### config.mk
export PLATFORM = sky130hd
export DESIGN_NAME = rr_mux_arbiter_4
export DESIGN_NICKNAME = d
export VERILOG_FILES = /design/src/rtl/rr_mux_arbiter_4.sv
export SDC_FILE = /design/constraint.sdc
export NUM_CORES = 1
export LEC_CHECK = 0
export CAP_MARGIN = 10
export CORE_MARGIN = 3
export CORE_UTILIZATION = 43
export DETAILED_ROUTE_END_ITERATION = 10
export PLACE_DENSITY = 0.95
export SETUP_SLACK_MARGIN = 0.15
export SYNTH_ARGS = -nofsm -noshare
export SYNTH_HDL_FRONTEND = slang
export SYNTH_SLANG_ARGS = --single-unit
### constraint.sdc
create_clock -name clk_in -period 2.5 [get_ports clk_in]
set_input_delay 0.375 -clock clk_in [delete_from_list [all_inputs] [get_ports clk_in]]
set_output_delay 0.375 -clock clk_in [all_outputs]
set_load 0.03 [all_outputs]
### src/rtl/rr_mux_arbiter_4.sv
// rr_mux_arbiter_4: round-robin arbiter driving a 4:1 data mux, with a bounded hold tenure
//   clk_in    : rising-edge clock
//   rst_n_in  : asynchronous active-low reset
//   req_in    : per-requester level request, held until served
//   d_in      : requester i word at d_in[i*DATA_W +: DATA_W]
//   gnt_out   : registered one-hot grant, zero when idle
//   sel_out   : registered index of the granted requester, holds when idle
//   y_out     : selected word, zero when no grant
//   valid_out : high while any grant is active
module rr_mux_arbiter_4 #(
   parameter int DATA_W   = 8,
   parameter int HOLD_MAX = 4
) (
   input  logic                clk_in,
   input  logic                rst_n_in,
   input  logic [3:0]          req_in,
   input  logic [4*DATA_W-1:0] d_in,
   output logic [3:0]          gnt_out,
   output logic [1:0]          sel_out,
   output logic [DATA_W-1:0]   y_out,
   output logic                valid_out
);
   localparam int HW = $clog2(HOLD_MAX + 1);
   localparam logic [HW-1:0] HMAX = HW'(HOLD_MAX);
   typedef enum logic {IDLE, BUSY} state_t;
   state_t        state_q, state_d;
   logic [HW-1:0] hold_q, hold_d;
   logic [1:0]    last_q, last_d, sel_q, sel_d, win;
   logic [3:0]    gnt_q, gnt_d, others, cand;
   logic          own, rdy_q;
   // First requester with its bit set, searching upward from last+1 and wrapping.
   function automatic logic [1:0] rr_pick(input logic [3:0] m, input logic [1:0] last);
      logic [1:0] idx;
      rr_pick = last;
      for (int k = 3; k >= 0; k--) begin
         idx = last + 2'(k) + 2'd1;
         if (m[idx]) rr_pick = idx;
      end
   endfunction
   // While busy the owner is masked out: either it dropped its request or it is being rotated away.
   always_comb begin
      own     = |(req_in & gnt_q);
      others  = req_in & ~gnt_q;
      cand    = (state_q == BUSY) ? others : req_in;
      win     = rr_pick(cand, last_q);
      state_d = state_q;
      hold_d  = hold_q;
      last_d  = last_q;
      sel_d   = sel_q;
      gnt_d   = gnt_q;
      if (state_q == BUSY && own && (hold_q != HMAX || others == 4'b0)) begin
         hold_d = (hold_q == HMAX) ? hold_q : hold_q + HW'(1);
      end else if (|cand) begin
         state_d = BUSY;
         gnt_d   = 4'b0001 << win;
         sel_d   = win;
         last_d  = win;
         hold_d  = HW'(1);
      end else if (state_q == BUSY) begin
         state_d = IDLE;
         gnt_d   = 4'b0;
         hold_d  = '0;
      end
   end
   // rdy_q holds the arbiter still for the first edge after reset release.
   always_ff @(posedge clk_in or negedge rst_n_in) begin
      if (!rst_n_in) begin
         state_q <= IDLE;
         hold_q  <= '0;
         last_q  <= 2'd3;
         sel_q   <= 2'd0;
         gnt_q   <= 4'b0;
         rdy_q   <= 1'b0;
      end else begin
         rdy_q <= 1'b1;
         if (rdy_q) begin
            state_q <= state_d;
            hold_q  <= hold_d;
            last_q  <= last_d;
            sel_q   <= sel_d;
            gnt_q   <= gnt_d;
         end
      end
   end
   assign gnt_out   = gnt_q;
   assign sel_out   = sel_q;
   assign valid_out = |gnt_q;
   assign y_out     = valid_out ? d_in[sel_q*DATA_W +: DATA_W] : '0;
endmodule

==> impl_metrics.env <==
export IMPL_clk_latency_ns=0.28
export IMPL_busiest_layer="met2"
export IMPL_drcViolationCount=0
export IMPL_crit_type="reg2out"
export IMPL_path_cells="nor4_1 > buf_4 > and2b_1 > dlygate4sd2_1"
export IMPL_syn_num_nets=139
export IMPL_synth_compound_area_frac=0.219
export IMPL_end_kind="primary output"
export IMPL_cp_start_kind="register"
export IMPL_hold_violations=0
export IMPL_fin_total_pwr_mw=2.08
export IMPL_synth_warning_count=0
export IMPL_netlist_cell_type_count=48
export IMPL_fp_row_count=17
export IMPL_drt_iter0_drc=68
export IMPL_syn_instance_count=99
export IMPL_final_cell_mix="clkdlybuf4s50_1, dfrtp_1, mux4_2, dlygate4sd2_1, nor2b_1"
export IMPL_period_share=0.883
export IMPL_synth_top_cell_area_share=0.255
export IMPL_max_freq_ghz=0.453
export IMPL_ant_nets=0
export IMPL_synth_top_family_by_area="compound AO/OA/AOI/OAI gates"
export IMPL_syn2layout_area_growth_pct=54.1
export IMPL_detailed_place_hpwl_um=2630
export IMPL_io_buffers=52
export IMPL_grt_use_met2=0.352
export IMPL_wl_per_cell_um=18.4
export IMPL_use_met3=0.0394
export IMPL_yosys_top_cells_area="dfrtp_1, mux4_2, dfstp_2, nor2b_1, a21oi_1"
export IMPL_gr_usage_met1=0.302
export IMPL_grt_pass1_wl_um=5520
export IMPL_core_area_mm2=0.00230
export IMPL_synth_main_ff_cell="dfrtp_1"
export IMPL_nets=197
export IMPL_register_area_um2=329
export IMPL_fillCellCount=159
export IMPL_synth_edf_count=0
export IMPL_status="complete, no violations"
export IMPL_via_per_inst=6.18
export IMPL_gp_congestion=0.866
export IMPL_placedCellCount=177
export IMPL_critPathMaxFanout=9
export IMPL_yosysSeqAreaShare=0.304
export IMPL_diodes=0
export IMPL_slew_violations=0
export IMPL_grt_max_degree=14
export IMPL_drive_gt1_frac=0.186
export IMPL_setup_viol=0
export IMPL_grt_antenna_before_repair=0
export IMPL_syn_area_per_cell_um2=10.9
export IMPL_crit_buf_inv=2
export IMPL_die_area_mm2=0.00314
export IMPL_grt_pass1_vias=1153
export IMPL_crit_arrival_ns=1.83
export IMPL_critPathMaxStageDelay_ns=0.47
export IMPL_cts_buffers=3
export IMPL_die_x_um=56.1
export IMPL_required_ns=2.12
export IMPL_cts_path_max_buffers=2
export IMPL_yosys_area_top_type="dfrtp_1"
export IMPL_drv_cap=0
export IMPL_tightest_slew_ns=0.675
export IMPL_final_common_cell="clkdlybuf4s50_1"
export IMPL_p_per_area_mw_per_mm2=1250
export IMPL_crit_family="buffers and inverters"
export IMPL_grt_util_all_layers=0.219
export IMPL_vias=1137
export IMPL_fin_tns_setup_ns=0
export IMPL_htree_levels=1
export IMPL_synth_mux_area_frac=0.217
export IMPL_cts_tree="built"
export IMPL_clk_pin_slew_ns=0.08
export IMPL_multi_input_area_um2=708
export IMPL_grt_overflow=0
export IMPL_chipHeight_um=56.1
export IMPL_initial_core_util=0.469
export IMPL_synth_xor_area_frac=0
export IMPL_crit_slowest_cell="dfrtp_1"
export IMPL_firstDrtPassIters=4
export IMPL_hp_class="in2async"
export IMPL_ys_ff_latch=13
export IMPL_synthSimpleGateAreaFrac=0.194
export IMPL_clock_skew_ns=0.00213
export IMPL_async_flop_share=1.00
export IMPL_cts_hold_buffers_added=0
export IMPL_final_cell_count_no_fill=184
export IMPL_cts_sinks=13
export IMPL_slew_headroom=0.544
export IMPL_syn_area_mm2=0.00108
export IMPL_placed_area_mm2=0.00162
export IMPL_ios=53
export IMPL_synthAdderAreaFrac=0.0232
export IMPL_rsz0062_at_grt="no"
export IMPL_cts_root_buf="clkbuf_4"
export IMPL_routed_wl_um=3390
export IMPL_peakVddDrop_mv=0.818
export IMPL_finalCriticalPeriod_ns=2.21
export IMPL_final_area_mm2=0.00166
export IMPL_power_leakage_nw=0.695
-- layout make-up --
| type | instances | area share |
|---|---|---|
| multi-input combinational | 77 | 0.426 |
| timing repair buffer | 56 | 0.325 |
| inverter | 6 | 0.0136 |
| tap | 28 | 0.0211 |
| sequential | 13 | 0.198 |
| clock buffer | 4 | 0.0158 |
-- Yosys cell counts (3+ instances only) --
cell type,count
dfrtp_1,11
mux4_2,8
nor2b_1,7
a21oi_1,6
inv_1,6
nand2_1,6
a22o_1,3
-- sequential cells by signal (all words and copies together), names as in the netlist --
register,cells
gnt_out,4
hold_q,3
last_q,2
sel_out,2
rdy_q,1
state_q,1
-- worst paths after layout --
path	slack [ns]	end	cells past startpoint	start
min in group clk_in	0.54	last_q[1]	2	last_q[1]
min reg2reg	0.54	last_q[1]	2	last_q[1]
max	0.29	y_out[7]	4	gnt_out[2]
min	0.46	rdy_q	1	rst_n_in
max reg2reg	0.67	sel_out[0]	5	gnt_out[2]
max in group asynchronous	1.63	sel_out[0]	1	rst_n_in
-- layer usage --
metal  vias up  share of wire
met5         -              0
met4         0          0.020
met3        11           0.11
met2        89           0.45
met1       534           0.42
li1        503              -
-- cell families after synthesis --
kind of cell,after synthesis
adders and majority gates,2
other,1
muxes,12
buffers and inverters,9
and+or+nand+nor,31
AOI/OAI and AO/OA,31
DFF,13
-- power by group --
| group | leakage (nW) | internal, mW | total, mW | switching, mW |
|---|---|---|---|---|
| clock | 0.0150 | 0.0621 | 0.135 | 0.0726 |
| combinational | 0.525 | 0.694 | 1.50 | 0.808 |
| sequential | 0.155 | 0.311 | 0.444 | 0.133 |
| total | 0.695 | 1.07 | 2.08 | 1.01 |
-- stage by stage --
step	utilization	setup slack (ns)	hold slack [ns]
4_1_cts	0.722	0.215	0.471
3_5_place_dp	0.706	0.120	0.535
6_report	0.723	0.292	0.458
5_1_grt	0.723	0.204	0.501
3_3_place_gp	0.706	0.147	0.517
2_1_floorplan	-	0.445	0.0794
-- timing repair --
item | in CTS | in global routing
endpoints found under the setup margin | 8 | 1
hold endpoints to repair | 0 | 0
gates resized for setup | 9 | 1
setup buffers | 3 | 0
Power figures use the tool's default switching activity.
